--- config.mk ---
export PLATFORM = sky130hd
export DESIGN_NAME = vga_axil_regs_ctrl
export DESIGN_NICKNAME = d
export VERILOG_FILES = /design/src/rtl/vga_axil_regs_ctrl.sv
export SDC_FILE = /design/constraint.sdc
export NUM_CORES = 1
export LEC_CHECK = 0
export ABC_AREA = 1
export BUFFER_PORTS_ARGS = -buffer_cell sky130_fd_sc_hd__buf_2
export CORE_MARGIN = 4
export CORE_UTILIZATION = 52
export DETAILED_ROUTE_END_ITERATION = 8
export PLACE_DENSITY_LB_ADDON = 0.1
export SLEW_MARGIN = 40
export SYNTH_ARGS = -nofsm -noshare
export SYNTH_HDL_FRONTEND = slang
export SYNTH_SLANG_ARGS = --single-unit
--- constraint.sdc ---
create_clock -name clk -period 11.62 [get_ports clk]
set_input_delay 1.162 -clock clk [delete_from_list [all_inputs] [get_ports clk]]
set_output_delay 1.162 -clock clk [all_outputs]
set_load 0.02 [all_outputs]
--- src/rtl/vga_axil_regs_ctrl.sv ---
// AXI-Lite slave owning the VGA configuration register file (reg 0 = read-only ID).
// Optional byte-lane writes via `define VGA_AXIL_WSTRB_EN; otherwise wstrb is ignored.
module vga_axil_regs_ctrl #(
    parameter int ADDR_W = 32,
    parameter int DATA_W = 32,
    parameter int NUM_REGS = 8,
    parameter logic [DATA_W-1:0] ID_VALUE = 32'h5647_4131
) (
    input  logic                       clk,
    input  logic                       arst,
    input  logic [ADDR_W-1:0]          awaddr,
    input  logic                       awvalid,
    output logic                       awready,
    input  logic [DATA_W-1:0]          wdata,
    input  logic [DATA_W/8-1:0]        wstrb,
    input  logic                       wvalid,
    output logic                       wready,
    output logic [1:0]                 bresp,
    output logic                       bvalid,
    input  logic                       bready,
    input  logic [ADDR_W-1:0]          araddr,
    input  logic                       arvalid,
    output logic                       arready,
    output logic [DATA_W-1:0]          rdata,
    output logic [1:0]                 rresp,
    output logic                       rvalid,
    input  logic                       rready,
    output logic [NUM_REGS*DATA_W-1:0] regs_o
);

    localparam int IDX_W = ADDR_W - 2;
    localparam logic [1:0] RESP_OKAY = 2'b00;
    localparam logic [1:0] RESP_SLVERR = 2'b10;

    // state     | meaning
    // W_COLLECT | gathering AW and W (any order), commit once both are held
    // W_RESP    | bvalid asserted, waiting for bready
    // R_IDLE    | arready high, waiting for AR
    // R_DATA    | rvalid asserted, waiting for rready
    typedef enum logic {W_COLLECT, W_RESP} w_state_t;
    typedef enum logic {R_IDLE, R_DATA} r_state_t;

    w_state_t w_state, w_next;
    r_state_t r_state, r_next;

    logic                aw_got;
    logic                w_got;
    logic [IDX_W-1:0]    wr_idx;
    logic [DATA_W-1:0]   wdata_q;
    logic [DATA_W-1:0]   wr_mask;
    logic                wr_ok;
    logic                commit;
    logic [IDX_W-1:0]    rd_idx;
    logic [DATA_W-1:0]   rd_val;
    logic                rd_ok;
    logic [DATA_W-1:0]   regs_q [1:NUM_REGS-1];
    logic                unused_addr_lsb;

    assign unused_addr_lsb = ^{awaddr[1:0], araddr[1:0]};

`ifdef VGA_AXIL_WSTRB_EN
    logic [DATA_W/8-1:0] wstrb_q;

    always_comb begin
        wr_mask = '0;
        for (int k = 0; k < DATA_W/8; k++) begin
            wr_mask[k*8 +: 8] = {8{wstrb_q[k]}};
        end
    end
`else
    logic unused_wstrb;

    assign unused_wstrb = ^wstrb;
    assign wr_mask = '1;
`endif

    assign awready = !aw_got;
    assign wready  = !w_got;
    assign wr_ok   = (wr_idx != '0) && (wr_idx < IDX_W'(NUM_REGS));
    assign commit  = (w_state == W_COLLECT) && aw_got && w_got;

    always_ff @(posedge clk or posedge arst) begin
        if (arst) begin
            w_state <= W_COLLECT;
        end else begin
            w_state <= w_next;
        end
    end

    always_comb begin
        w_next = w_state;
        case (w_state)
            W_COLLECT: if (aw_got && w_got) w_next = W_RESP;
            W_RESP:    if (bready) w_next = W_COLLECT;
            default:   w_next = W_COLLECT;
        endcase
    end

    always_ff @(posedge clk or posedge arst) begin
        if (arst) begin
            aw_got  <= 1'b0;
            w_got   <= 1'b0;
            wr_idx  <= '0;
            wdata_q <= '0;
`ifdef VGA_AXIL_WSTRB_EN
            wstrb_q <= '0;
`endif
            bvalid  <= 1'b0;
            bresp   <= RESP_OKAY;
            for (int i = 1; i < NUM_REGS; i++) begin
                regs_q[i] <= '0;
            end
        end else begin
            if (awvalid && awready) begin
                aw_got <= 1'b1;
                wr_idx <= awaddr[ADDR_W-1:2];
            end
            if (wvalid && wready) begin
                w_got   <= 1'b1;
                wdata_q <= wdata;
`ifdef VGA_AXIL_WSTRB_EN
                wstrb_q <= wstrb;
`endif
            end
            if (commit) begin
                bvalid <= 1'b1;
                bresp  <= wr_ok ? RESP_OKAY : RESP_SLVERR;
                for (int i = 1; i < NUM_REGS; i++) begin
                    if (wr_ok && (wr_idx == IDX_W'(i))) begin
                        regs_q[i] <= (regs_q[i] & ~wr_mask) | (wdata_q & wr_mask);
                    end
                end
            end
            // Both capture flags are released together so the next AW/W pair starts clean.
            if ((w_state == W_RESP) && bready) begin
                bvalid <= 1'b0;
                aw_got <= 1'b0;
                w_got  <= 1'b0;
            end
        end
    end

    assign rd_idx  = araddr[ADDR_W-1:2];
    assign rd_ok   = rd_idx < IDX_W'(NUM_REGS);
    assign arready = (r_state == R_IDLE);

    always_comb begin
        rd_val = '0;
        if (rd_idx == '0) begin
            rd_val = ID_VALUE;
        end
        for (int i = 1; i < NUM_REGS; i++) begin
            if (rd_idx == IDX_W'(i)) begin
                rd_val = regs_q[i];
            end
        end
    end

    always_ff @(posedge clk or posedge arst) begin
        if (arst) begin
            r_state <= R_IDLE;
        end else begin
            r_state <= r_next;
        end
    end

    always_comb begin
        r_next = r_state;
        case (r_state)
            R_IDLE:  if (arvalid) r_next = R_DATA;
            R_DATA:  if (rready) r_next = R_IDLE;
            default: r_next = R_IDLE;
        endcase
    end

    // Register state is sampled before any same-edge write commit lands.
    always_ff @(posedge clk or posedge arst) begin
        if (arst) begin
            rvalid <= 1'b0;
            rdata  <= '0;
            rresp  <= RESP_OKAY;
        end else begin
            if ((r_state == R_IDLE) && arvalid) begin
                rvalid <= 1'b1;
                rdata  <= rd_val;
                rresp  <= rd_ok ? RESP_OKAY : RESP_SLVERR;
            end else if ((r_state == R_DATA) && rready) begin
                rvalid <= 1'b0;
            end
        end
    end

    assign regs_o[0 +: DATA_W] = ID_VALUE;
    for (genvar g = 1; g < NUM_REGS; g++) begin : g_regs_out
        assign regs_o[g*DATA_W +: DATA_W] = regs_q[g];
    end

endmodule

==> impl_metrics.csv <==
group,metric,value,unit
clocking,clock_latency,0.51,ns
synth,synth_area,0.01420,sq mm
grt,grt.overflow.total,0,
clocking,clockRootBuffer,"clkbuf_16",
clocking,cts-buffers-inserted,36,
power,vdd_ir_drop_max,0.1808,mV
sta,worstMarginPinSlew,0.7887,ns
grt,grt_usage,30.29,%
critical_path,worstSetupEndpointType,"flop",
grt,grt_max_degree,109,
sta,skew,0.01391,ns
floorplanning,die_height,173.3,um
run_status,status,"completed",
sta,finalMaxSlewViolations,0,
critical_path,r2r-end,"regs_o[180]",
min_path,min_path_type,"reg -> reg",
drt,drt_iter0_markers,1247,
grt,grt_first_pass_wirelength,71820,um
critical_path,rr_worst_depth,7,
critical_path,worstSetupStartpoint,"araddr[29]",
layout,final_cell_mix,"nand2_1, buf_2, dfrtp_1, o21ai_0, nor2_1",
clocking,post_cts_resized,0,
place,post-dp-hpwl,31890,um
synth,synth-seq-cells,326,
sta,rsz0062_at_grt,"no",
grt,grt_pass1_vias,12330,
sta,hold_viol,0,
floorplanning,io_pins,404,
floorplanning,die_area,0.03003,sq mm
synth,ys.flop_type,"dfrtp_1",
drt,vias,12880,
sta,maxSlewHeadroom,47.28,%
critical_path,r2r_start,"wr_idx[5]",
power,leakage,9.264,nW
layout,finalNetCount,2078,
clocking,path_clk_slew,0.06,ns
place,preCtsSetupSlack,7.351,ns
sta,setup_slack,8.128,ns
synth,yosysWarnings,0,
run,cap_violations,0,
layout,drive_gt1_share,24.86,%
layout,final_common_cell,"nand2_1",
place,gp_congestion,0.8727,
floorplanning,start_util,52.71,%
clocking,cts.htree.levels,2,
critical_path,r2r_slack,8.44,ns
clocking,clk_path_buf_depth,3,
synth,synth_cell_types,28,
floorplanning,num_rows,60,
drt,firstDrtPassIters,5,
critical_path,worstSetupEndpoint,"rdata[30]",
place,io_buffer_count,361,
drt,wl_per_cell,19.70,um
synth,synth_edf_count,0,
critical_path,worstSetupStartpointType,"input pin",
layout,area_delta_synth_final,23.02,%
critical_path,cp_max_fo,86,
floorplanning,dieWidth,173.3,um
synth,async_reset_ff_share,100.0,%
critical_path,cp.required,12.07,ns
critical_path,crit_type,"in -> reg",
synth,avgSynthCellArea,8.656,sq um
sta,fin_crit_sh,30.06,%
clocking,hold_buffers,0,
clocking,cts.sinks,326,
drt,viasPerCell,5.510,
drt,drc,0,
sta,period_needed,3.492,ns
clocking,post-cts-setup-buffers,0,
power,power.density,160.1,mW/mm^2
critical_path,crit_arrival,3.94,ns
drt,drt_wl_total,46050,um
floorplanning,core_area,0.02695,sq mm
sta,timing.setup.tns,0,ns
sta,finalSetupViolations,0,
synth,ys_seq_area_share,57.43,%
clocking,cts_tree,"built",
grt,antenna_found_initial,7,
synth,postSynthCellCount,1641,
sta,fmax,286.3,MHz
drt,drtAntennaViolNets,0,
[state kept, by name (all words and copies together), names as in the netlist, 30 cells and up]
signal and flops:
rdata 32, wdata_q 32, wr_idx 30, regs_o 224
[cell usage after synthesis, types with 4 or more instances]
cell type	count	area share [%]
o21ai_0	233	8.2
dfrtp_1	326	57
nor3_1	5	0.18
or2_2	5	0.22
nor2_1	141	3.7
nand2_1	432	11
o2111ai_1	13	0.80
o21ai_1	5	0.18
nand3_1	124	4.4
nand3_2	4	0.28
inv_1	108	2.9
nand4_1	37	1.6
clkbuf_1	81	2.1
buf_1	12	0.32
buf_4	34	1.8
mux2_2	28	2.2
a21oi_1	38	1.3
[metal layers]
metal / GRT usage, % / part of all wire (%)
met1: 41.58 / 41
met5: 0 / 0.17
met3: 7.088 / 9.4
met2: 48.13 / 46
met4: 10.08 / 3.5
[cell type report]
cell class	instances	area [sq um]
Antenna cell	1	2.502
Clock buffer	49	1021
Clock inverter	13	71.32
Fill cell	2350	9475
Inverter	108	417.9
Multi-Input combinational cell	1112	5243
Sequential cell	326	8158
Tap cell	341	426.7
Timing Repair Buffer	387	2136
[cells by family after synthesis]
kind of cell / after synthesis / synth area share (%)
multiplexers: 28 / 2.220
other: 2 / 0.05287
flip-flops: 326 / 57.43
buffers and inverters: 235 / 7.108
AO/OA/AOI/OAI: 291 / 10.63
AND/OR/NAND/NOR: 759 / 22.56
[worst max-delay path, stage by stage]
cell	delay, ns
buf_2	0.09
nor2_1	0.18
nand3_1	0.18
nor2_4	0.15
buf_6	0.52
nand2_2	0.54
inv_1	0.69
nand2_1	0.10
nand4_1	0.18
nand2_1	0.07
nand2_1	0.05
[stage by stage]
step                power (mW)  instance area [sq um]  util, %  hold slack [ns]  cells
finish                   2.798                  17480    64.84           0.4442   2337
global placement         1.735                  16160    59.97           0.4321   2265
global route             2.932                  17480    64.84           0.4836   2337
detailed placement       1.754                  16370    60.73           0.4426   2274
floorplan                1.611                  14330        -           0.4174   1673
CTS                      2.815                  17460    64.78           0.4474   2336
[where the power goes]
group | leakage, nW | internal, mW | switching, mW
Combinational | 4.37 | 0.123 | 0.306
Clock | 0.548 | 0.615 | 0.447
Sequential | 4.35 | 1.25 | 0.0525
Total | 9.26 | 1.99 | 0.805
[worst min path at each step]
| stage | startpoint | to | slack, ns | cells after the start |
|---|---|---|---|---|
| detailed placement | r_state | rvalid | 0.44 | 1 |
| finish | r_state | rvalid | 0.44 | 1 |
| global placement | r_state | rvalid | 0.43 | 1 |
| floorplan | r_state | rvalid | 0.42 | 1 |
| CTS | r_state | rvalid | 0.45 | 1 |
| global route | r_state | rvalid | 0.48 | 1 |
No activity file was read; power rests on OpenSTA's default activity.
